## src/rtl/act_buf_pkg.sv

```systemverilog
// Shared types and width helpers for the activation row buffer.
// FSM encoding, derived-width functions and a flag popcount.
package act_buf_pkg;

   typedef enum logic [1:0] {
      ST_IDLE,
      ST_LOAD,
      ST_SER,
      ST_PAR
   } state_t;

   function automatic int idx_w(input int n);
      return (n < 2) ? 1 : $clog2(n);
   endfunction

   function automatic int occ_w(input int d);
      return $clog2(d) + 1;
   endfunction

   function automatic int unsigned popcount(input logic [255:0] v);
      int unsigned c;
      c = 0;
      for (int i = 0; i < 256; i++)
         c += 32'(v[i]);
      return c;
   endfunction

endpackage

```

## src/rtl/act_row_buffer_if.sv

```systemverilog
// Write/drain bundle of the activation row buffer.
// ACT_ROW_BUFFER_REPLAY_EN adds the rd_replay request.
interface act_row_buffer_if
   import act_buf_pkg::*;
#(
   parameter int DATA_WIDTH = 8,
   parameter int NUM_COL    = 16,
   parameter int DEPTH      = 4
);
   localparam int IDX_W = idx_w(NUM_COL);
   localparam int OCC_W = occ_w(DEPTH);
   localparam int RW    = NUM_COL * DATA_WIDTH;

   logic                  mode;
   logic                  wr_valid;
   logic                  wr_ready;
   logic [NUM_COL-1:0]    wr_flag;
   logic [RW-1:0]         wr_data;
   logic                  rd_start;
   logic                  out_valid;
   logic                  out_ready;
   logic [DATA_WIDTH-1:0] out_serial;
   logic [IDX_W-1:0]      out_index;
   logic                  out_last;
   logic [RW-1:0]         out_parallel;
   logic [IDX_W:0]        row_val_num;
   logic                  row_done;
   logic [OCC_W-1:0]      occupancy;
   logic                  empty;
`ifdef ACT_ROW_BUFFER_REPLAY_EN
   logic                  rd_replay;

   modport master (
      output mode, wr_valid, wr_flag, wr_data, rd_start, out_ready,
      output rd_replay,
      input  wr_ready, out_valid, out_serial, out_index, out_last,
      input  out_parallel, row_val_num, row_done, occupancy, empty
   );

   modport slave (
      input  mode, wr_valid, wr_flag, wr_data, rd_start, out_ready,
      input  rd_replay,
      output wr_ready, out_valid, out_serial, out_index, out_last,
      output out_parallel, row_val_num, row_done, occupancy, empty
   );
`else
   modport master (
      output mode, wr_valid, wr_flag, wr_data, rd_start, out_ready,
      input  wr_ready, out_valid, out_serial, out_index, out_last,
      input  out_parallel, row_val_num, row_done, occupancy, empty
   );

   modport slave (
      input  mode, wr_valid, wr_flag, wr_data, rd_start, out_ready,
      output wr_ready, out_valid, out_serial, out_index, out_last,
      output out_parallel, row_val_num, row_done, occupancy, empty
   );
`endif

endinterface

```

## src/rtl/lsb_index_enc.sv

```systemverilog
// Lowest-set-bit encoder: index of the lowest 1 in i_vec,
// plus a flag telling whether any bit is set.
module lsb_index_enc #(
   parameter int N = 16,
   parameter int W = 4
) (
   input  logic [N-1:0] i_vec,
   output logic [W-1:0] o_idx,
   output logic         o_any
);

   always_comb begin
      o_idx = '0;
      o_any = 1'b0;
      // Scan downwards so the lowest set bit wins.
      for (int i = N - 1; i >= 0; i--) begin
         if (i_vec[i]) begin
            o_idx = W'(i);
            o_any = 1'b1;
         end
      end
   end

endmodule

```

## src/rtl/act_row_buffer.sv

```systemverilog
// Row FIFO of activations drained serially (nonzero only) or in parallel.
// ACT_ROW_BUFFER_REPLAY_EN: final beat with rd_replay re-runs the row.
module act_row_buffer
   import act_buf_pkg::*;
#(
   parameter int DATA_WIDTH = 8,
   parameter int NUM_COL    = 16,
   parameter int DEPTH      = 4
) (
   input logic              clk,
   input logic              reset,
   act_row_buffer_if.slave  bus
);
   localparam int AW    = $clog2(DEPTH);
   localparam int IDX_W = idx_w(NUM_COL);
   localparam int OCC_W = occ_w(DEPTH);
   localparam int VW    = IDX_W + 1;
   localparam int RW    = NUM_COL * DATA_WIDTH;

   logic [RW-1:0]         r_mem  [DEPTH];
   logic [NUM_COL-1:0]    r_fmem [DEPTH];
   logic [AW:0]           r_wptr;
   logic [AW:0]           r_rptr;
   logic [OCC_W-1:0]      r_occ;
   state_t                r_state;
   logic [RW-1:0]         r_work;
   logic [NUM_COL-1:0]    r_flag_l;
   logic [NUM_COL-1:0]    r_mask;
   logic                  r_mode;
   logic [IDX_W:0]        r_val_num;
   logic                  r_done;

   logic                  w_full;
   logic                  w_empty;
   logic                  w_push;
   logic                  w_pop;
   logic                  w_valid;
   logic                  w_hs;
   logic                  w_last_ser;
   logic                  w_fin;
   logic                  w_replay;
   logic                  w_is_ser;
   logic [IDX_W-1:0]      w_idx;
   logic                  w_any;
   logic [NUM_COL-1:0]    w_head_flag;
   logic [RW-1:0]         w_head_data;
   logic [DATA_WIDTH-1:0] w_ser;
   logic [RW-1:0]         w_par;

   lsb_index_enc #(
      .N (NUM_COL),
      .W (IDX_W)
   ) u_enc (
      .i_vec (r_mask),
      .o_idx (w_idx),
      .o_any (w_any)
   );

`ifdef ACT_ROW_BUFFER_REPLAY_EN
   assign w_replay = bus.rd_replay;
`else
   assign w_replay = 1'b0;
`endif

   assign w_full = (r_wptr[AW-1:0] == r_rptr[AW-1:0])
                && (r_wptr[AW] != r_rptr[AW]);
   assign w_empty     = (r_occ == '0);
   assign w_push      = bus.wr_valid && !w_full;
   assign w_head_flag = r_fmem[r_rptr[AW-1:0]];
   assign w_head_data = r_mem[r_rptr[AW-1:0]];
   assign w_is_ser    = (r_state == ST_SER);
   assign w_valid     = w_is_ser || (r_state == ST_PAR);
   assign w_hs        = w_valid && bus.out_ready;
   assign w_last_ser  = (r_mask & (r_mask - NUM_COL'(1))) == '0;
   assign w_fin       = w_hs && (!w_is_ser || w_last_ser);
   // An all-zero serial row retires straight out of LOAD.
   assign w_pop = (w_fin && !w_replay)
               || ((r_state == ST_LOAD) && !bus.mode
                   && (w_head_flag == '0));

   always_ff @(posedge clk) begin
      if (w_push) begin
         r_mem[r_wptr[AW-1:0]]  <= bus.wr_data;
         r_fmem[r_wptr[AW-1:0]] <= bus.wr_flag;
      end
   end

   always_ff @(posedge clk or negedge reset) begin
      if (!reset) begin
         r_wptr    <= '0;
         r_rptr    <= '0;
         r_occ     <= '0;
         r_state   <= ST_IDLE;
         r_work    <= '0;
         r_flag_l  <= '0;
         r_mask    <= '0;
         r_mode    <= 1'b0;
         r_val_num <= '0;
         r_done    <= 1'b0;
      end else begin
         r_done <= 1'b0;
         if (w_push)
            r_wptr <= r_wptr + (AW+1)'(1);
         if (w_pop)
            r_rptr <= r_rptr + (AW+1)'(1);
         if (w_push && !w_pop)
            r_occ <= r_occ + OCC_W'(1);
         else if (!w_push && w_pop)
            r_occ <= r_occ - OCC_W'(1);
         unique case (r_state)
            ST_IDLE: begin
               if (bus.rd_start && !w_empty)
                  r_state <= ST_LOAD;
            end
            ST_LOAD: begin
               r_work    <= w_head_data;
               r_flag_l  <= w_head_flag;
               r_mask    <= w_head_flag;
               r_mode    <= bus.mode;
               r_val_num <= VW'(popcount(256'(w_head_flag)));
               if (bus.mode) begin
                  r_state <= ST_PAR;
               end else if (w_head_flag == '0) begin
                  r_state <= ST_IDLE;
                  r_done  <= 1'b1;
               end else begin
                  r_state <= ST_SER;
               end
            end
            ST_SER: begin
               if (w_hs) begin
                  if (!w_last_ser) begin
                     r_mask <= r_mask & (r_mask - NUM_COL'(1));
                  end else if (w_replay) begin
                     r_mask <= r_flag_l;
                  end else begin
                     r_state <= ST_IDLE;
                     r_done  <= 1'b1;
                  end
               end
            end
            ST_PAR: begin
               if (w_hs && !w_replay) begin
                  r_state <= ST_IDLE;
                  r_done  <= 1'b1;
               end
            end
            default: r_state <= ST_IDLE;
         endcase
      end
   end

   always_comb begin
      w_ser = '0;
      w_par = '0;
      for (int i = 0; i < NUM_COL; i++) begin
         if (w_is_ser && w_any && (IDX_W'(i) == w_idx))
            w_ser = r_work[i*DATA_WIDTH +: DATA_WIDTH];
         if (w_valid && r_mode && r_flag_l[i])
            w_par[i*DATA_WIDTH +: DATA_WIDTH] =
               r_work[i*DATA_WIDTH +: DATA_WIDTH];
      end
   end

   assign bus.wr_ready     = !w_full;
   assign bus.out_valid    = w_valid;
   assign bus.out_serial   = w_ser;
   assign bus.out_index    = (w_is_ser && w_any) ? w_idx : '0;
   assign bus.out_last     = (r_state == ST_PAR) || (w_is_ser && w_last_ser);
   assign bus.out_parallel = w_par;
   assign bus.row_val_num  = r_val_num;
   assign bus.row_done     = r_done;
   assign bus.occupancy    = r_occ;
   assign bus.empty        = w_empty;

endmodule

```

## src/flat_wrapper.sv

```systemverilog
// flat-port wrapper written by rule: the top's interface ports become plain ports
module act_row_buffer_flat import act_buf_pkg::*;
#(
   parameter int DATA_WIDTH = 8,
   parameter int NUM_COL    = 16,
   parameter int DEPTH      = 4
)
  (clk, reset, bus_mode, bus_wr_valid, bus_wr_flag, bus_wr_data, bus_rd_start, bus_out_ready, bus_wr_ready, bus_out_valid, bus_out_serial, bus_out_index, bus_out_last, bus_out_parallel, bus_row_val_num, bus_row_done, bus_occupancy, bus_empty);
  act_row_buffer_if #(.DATA_WIDTH(DATA_WIDTH), .NUM_COL(NUM_COL), .DEPTH(DEPTH)) bus_i ();
  input logic clk;
  input logic reset;
  input wire logic [$bits(bus_i.mode)-1:0] bus_mode;
  input wire logic [$bits(bus_i.wr_valid)-1:0] bus_wr_valid;
  input wire logic [$bits(bus_i.wr_flag)-1:0] bus_wr_flag;
  input wire logic [$bits(bus_i.wr_data)-1:0] bus_wr_data;
  input wire logic [$bits(bus_i.rd_start)-1:0] bus_rd_start;
  input wire logic [$bits(bus_i.out_ready)-1:0] bus_out_ready;
  output wire logic [$bits(bus_i.wr_ready)-1:0] bus_wr_ready;
  output wire logic [$bits(bus_i.out_valid)-1:0] bus_out_valid;
  output wire logic [$bits(bus_i.out_serial)-1:0] bus_out_serial;
  output wire logic [$bits(bus_i.out_index)-1:0] bus_out_index;
  output wire logic [$bits(bus_i.out_last)-1:0] bus_out_last;
  output wire logic [$bits(bus_i.out_parallel)-1:0] bus_out_parallel;
  output wire logic [$bits(bus_i.row_val_num)-1:0] bus_row_val_num;
  output wire logic [$bits(bus_i.row_done)-1:0] bus_row_done;
  output wire logic [$bits(bus_i.occupancy)-1:0] bus_occupancy;
  output wire logic [$bits(bus_i.empty)-1:0] bus_empty;
  assign bus_i.mode = bus_mode;
  assign bus_i.wr_valid = bus_wr_valid;
  assign bus_i.wr_flag = bus_wr_flag;
  assign bus_i.wr_data = bus_wr_data;
  assign bus_i.rd_start = bus_rd_start;
  assign bus_i.out_ready = bus_out_ready;
  assign bus_wr_ready = bus_i.wr_ready;
  assign bus_out_valid = bus_i.out_valid;
  assign bus_out_serial = bus_i.out_serial;
  assign bus_out_index = bus_i.out_index;
  assign bus_out_last = bus_i.out_last;
  assign bus_out_parallel = bus_i.out_parallel;
  assign bus_row_val_num = bus_i.row_val_num;
  assign bus_row_done = bus_i.row_done;
  assign bus_occupancy = bus_i.occupancy;
  assign bus_empty = bus_i.empty;
  act_row_buffer #(.DATA_WIDTH(DATA_WIDTH), .NUM_COL(NUM_COL), .DEPTH(DEPTH)) u_core (.clk(clk), .reset(reset), .bus(bus_i));
endmodule
```

## config.mk

```make
export PLATFORM = sky130hd
export DESIGN_NAME = act_row_buffer_flat
export DESIGN_NICKNAME = d
export VERILOG_FILES = /design/src/rtl/act_buf_pkg.sv /design/src/rtl/act_row_buffer_if.sv /design/src/rtl/lsb_index_enc.sv /design/src/rtl/act_row_buffer.sv /design/src/flat_wrapper.sv
export SDC_FILE = /design/constraint.sdc
export NUM_CORES = 1
export LEC_CHECK = 0
export CAP_MARGIN = 15
export CORE_MARGIN = 5
export CORE_UTILIZATION = 33
export CTS_CLUSTER_SIZE = 28
export DETAILED_ROUTE_END_ITERATION = 10
export SLEW_MARGIN = 20
export SYNTH_ARGS = -nofsm -noshare
export SYNTH_HDL_FRONTEND = slang
export SYNTH_HIERARCHICAL = 1
export SYNTH_SLANG_ARGS = --single-unit
```

## constraint.sdc

```tcl
create_clock -name clk -period 15.3 [get_ports clk]
set_input_delay 2.295 -clock clk [delete_from_list [all_inputs] [get_ports clk]]
set_output_delay 2.295 -clock clk [all_outputs]
set_load 0.005 [all_outputs]
```

==> results list <==
- Combined area of all synthesized cells: slightly above 30000 um2
- TritonCTS clock tree: yes
- Register cell area after layout: 21800 um2
* Number of instances in the synthesized netlist: just under 2k
- Hold buffer count at cts: 0
* Post-Layout Cell Count: between 3k and 4k
* Placer Congestion: between 0.8 and 0.9
- The layout has between 8k and 9k filler cells.
* Hold crit path type: reg -> reg
* Largest clock skew in the final design: 0.0282 ns
* X dimension of the die: 315 um
* Run status: complete, no violations
- The signal on the critical path passes through nor4_2 > nor3b_1 > nor2b_1 > nand2_1 > o22ai_1 > o21ai_0 > a21oi_1 > a221oi_1 > o22ai_1 > clkdlybuf4s50_1.
- Number of antenna violations at the first check in global routing: 16
- Grt total ovfl: 0
- Level count of the clock H-tree: 3
- Once detailed placement completed, the half-perimeter wirelength came to 62600 um.
* Worst Setup Start Kind: flip-flop
* Yosys synthesis warning count: 6
- Leakage Power: roughly 0.014 uW
- On the worst path, the slowest cell contributes a delay of roughly 0.74 ns.
- Layout cells sized above 1: 13.9%
- Commonest cells after routing, fill and taps aside: edfxtp_1, nand2_1, clkdlybuf4s50_1
- Num rows: 111
* Register bit total from synthesis: 754
- Entering global routing, the biggest net connects 129 pins.
- Number of detailed-route iterations in the first pass: 7
* Area share of the largest cell type after synthesis: 56.5%
- Hold slack final: between 0.4 and 0.5 ns
* Nets: 2440
* Number of global-route vias before repair: ~19k
- WL per Instance: 25.8 um
- The synthesized design contains around 580 enable-type register cells.
- In this run the worst path has a maximum fanout of 19.
- Routed metal-1 wire length: 38900 um
* Post-route clock period utilization: 45.2%
- For this design the top-level I/O count stands at 303.
- Clock net sink count: 754
- Final-report setup violation count: 0
- In this run, placement finished with an instance count of 3429.
- In the synthesized netlist the dominant register cell turns out to be edfxtp_1.
- Area taken by multi-input logic gates: ~8400 um2
- Across the VDD grid, the largest voltage drop is 0.000196 V.
- Detail Route met3 WL: approximately 7500 um
* Number of buffer cells added on primary ports: 302
- WL met2: approximately 43000 um
- Cells resized by post-CTS repair: 0
* Top cell by count, worst path: o22ai_1
* Post-CTS setup-driven buffer insertion count: 0
- Yosys mapped the design onto 66 distinct sky130hd cell types.
- Transition time at the pin with the least slew margin: 1.01 ns
* Remaining antenna violation count after routing: 0
- Synth area leaders: edfxtp_1, dfrtp_1, mux4_2
* Top Family by Delay on Critical Path: simple AND/OR/NAND/NOR gates
- Proportion of synthesized chip area in sequential cells: 71.0%
* Die span in y: 315 um
* Std-Cell Core Area: 91900 um2
* Number of design-rule violations left by the first detailed-router iteration: 1491
* Starting utilization of the core area: between 30% and 40%
- The tool flagged a number of max-cap violations equal to 0.
- The critical path is of the reg -> out type.
* Setup repair after global routing missed its margin: false
* Mean instance size in the synthesized netlist: around 16 um2
- Async set-reset flop share out of synthesis: 23.6%
* GRT Resource Usage Total: 18.4%
- Dividing total power by cell area gives a power density of about 230 nW/um2.
- Via total after detailed routing: 18.2k
- Cell with the largest stage delay on the worst path: nor3b_1
* Final setup TNS: 0 ns
- STA puts the critical path data arrival time at 4.62 ns.
- The number of buffers and inverters on the critical path is 1.
- Post-Route Utilization: 41.0%
- Highest Signal Layer: met5
- The library cell used most frequently in the layout, excluding fill and tap cells, is edfxtp_1.
* Layout-stage area growth over the synthesis result: 23.2%
- Period minus WS final: 6.91 ns
- The max-slew violation count was 0.
- The worst pin sits at a relative slew slack of around a third.
- The worst hold path passes through 2 cells.
* Clock latency on the worst-skew pair: 0.63 ns
* F_max: around 140 MHz
- The biggest area contributor in the post-synthesis netlist is edfxtp_1.
- Counting along the longest clock path gives a buffer depth of 3.
- Net count after synthesis: about 2.1k
- Number of CTS-inserted buffers: between 70 and 80
- The worst setup path is captured at an output pin.
* Routed WL: 92400 um
- Clock slew at the register clock pins of the worst setup and hold paths: 0.07 ns
- For this run, design rule violations remaining after detail routing come to 0.
* Detailed-route vias per instance: slightly above 5
* Root Buffer Master: clkbuf_16
- Hold Violations, Final: 0
* Stages on worst setup path: 10
- Depth of the worst register-to-register path: 12
* Pwr Total: 8620 uW
- The first global-routing pass estimated 133000 um of wire.
- The die covers 99000 um2.
* Data required time at the worst endpoint: 13.01 ns
==> stage by stage <==
| stage | setup WS [ns] | cell area (um2) |
|---|---|---|
| after detailed placement | 9.08 | 35000 |
| after CTS | 8.35 | 37700 |
| after floorplan | 9.11 | 30600 |
| after global routing | 7.98 | 37700 |
| after global placement | 9.08 | 35000 |
| final | 8.39 | 37700 |
==> routing by layer <==
metal / GRT usage (%) / up-vias
li1: - / 8012
met1: 24.7 / 9421
met2: 28.9 / 615
met3: 5.79 / 135
met4: 5.51 / 20
met5: 0 / -
==> final timing paths <==
kind                            slack (ns)                                  start                                     to
worst max-delay path                  8.39           u_core/r_mask[7]$_DFFE_PN0P_                      bus_out_serial[2]
worst min-delay path                  0.49  u_core/bus.row_val_num[1]$_DFFE_PN0N_  u_core/bus.row_val_num[1]$_DFFE_PN0N_
worst max register to register        9.90           u_core/r_rptr[1]$_DFFE_PN0P_  u_core/bus.row_val_num[4]$_DFFE_PN0N_
worst min register to register        0.49  u_core/bus.row_val_num[1]$_DFFE_PN0N_  u_core/bus.row_val_num[1]$_DFFE_PN0N_
max in group asynchronous            12.26                                  reset         u_core/r_work[123]$_DFFE_PN0N_
min in group asynchronous             1.66                                  reset          u_core/r_work[38]$_DFFE_PN0N_
==> worst reg2reg max path: stages (launching register included) <==
cell     delay, ns
dfrtp_4       0.94
buf_4         0.75
mux4_2        0.60
fa_1          0.54
inv_1         0.05
fa_1          0.46
fa_1          0.51
inv_1         0.06
fa_1          0.43
ha_1          0.23
fa_1          0.47
a21oi_1       0.16
o21ai_0       0.10
==> synthesized netlist by cell type (9+ instances only) <==
cell type and number:
o21ai_0 40, dfrtp_1 178, fa_1 11, nor2_1 32
edfxtp_1 576, buf_2 13, and3_1 134, nand3_1 11
a21o_1 14, ha_1 12, mux2_2 11, nor3_1 9
nand2_1 488, inv_1 29, and2_1 10, mux2i_1 13
a21oi_1 29, o22ai_1 13, buf_1 15, clkbuf_1 78
mux4_2 149
==> final cells by class <==
cell class	instances	share of cell area, %
repair buffers	325	8.62
well taps	1243	4.12
flip-flops and latches	754	57.7
clock buffers	115	5.86
inverters	29	0.289
clock inverters	28	1.11
diodes	6	0.0398
multi-input cells	1080	22.3
==> report_power, final <==
group,internal [uW],switching [uW]
combinational,1440,1940
clock,1150,785
sequential,2820,497
==> cells by family (layout without fill, tap and decap cells) <==
kind of cell               count (synthesis)  in the layout  synth area share [%]
DFF                                      754            754                  71.0
xor gates and xnor gates                  12             12                 0.343
and+or+nand+nor                          719            719                  10.6
buffers and inverters                    136            497                  1.74
AOI/OAI and AO/OA                        151            151                  3.25
muxes                                    174            174                  11.8
other                                      0              6                     0
adders and majority gates                 24             24                  1.24
==> state kept, by name (all words and copies together), names as in the netlist <==
signal,count
u_core/r_flag_l,16
u_core/bus.row_val_num,5
u_core/r_mask,16
u_core/r_mem,512
u_core/r_rptr,3
u_core/r_state,2
u_core/r_work,128
u_core/r_wptr,3
u_core/r_mode,1
u_core/bus.row_done,1
u_core/bus.occupancy,3
u_core/r_fmem,64
Power figures use the tool's default switching activity.
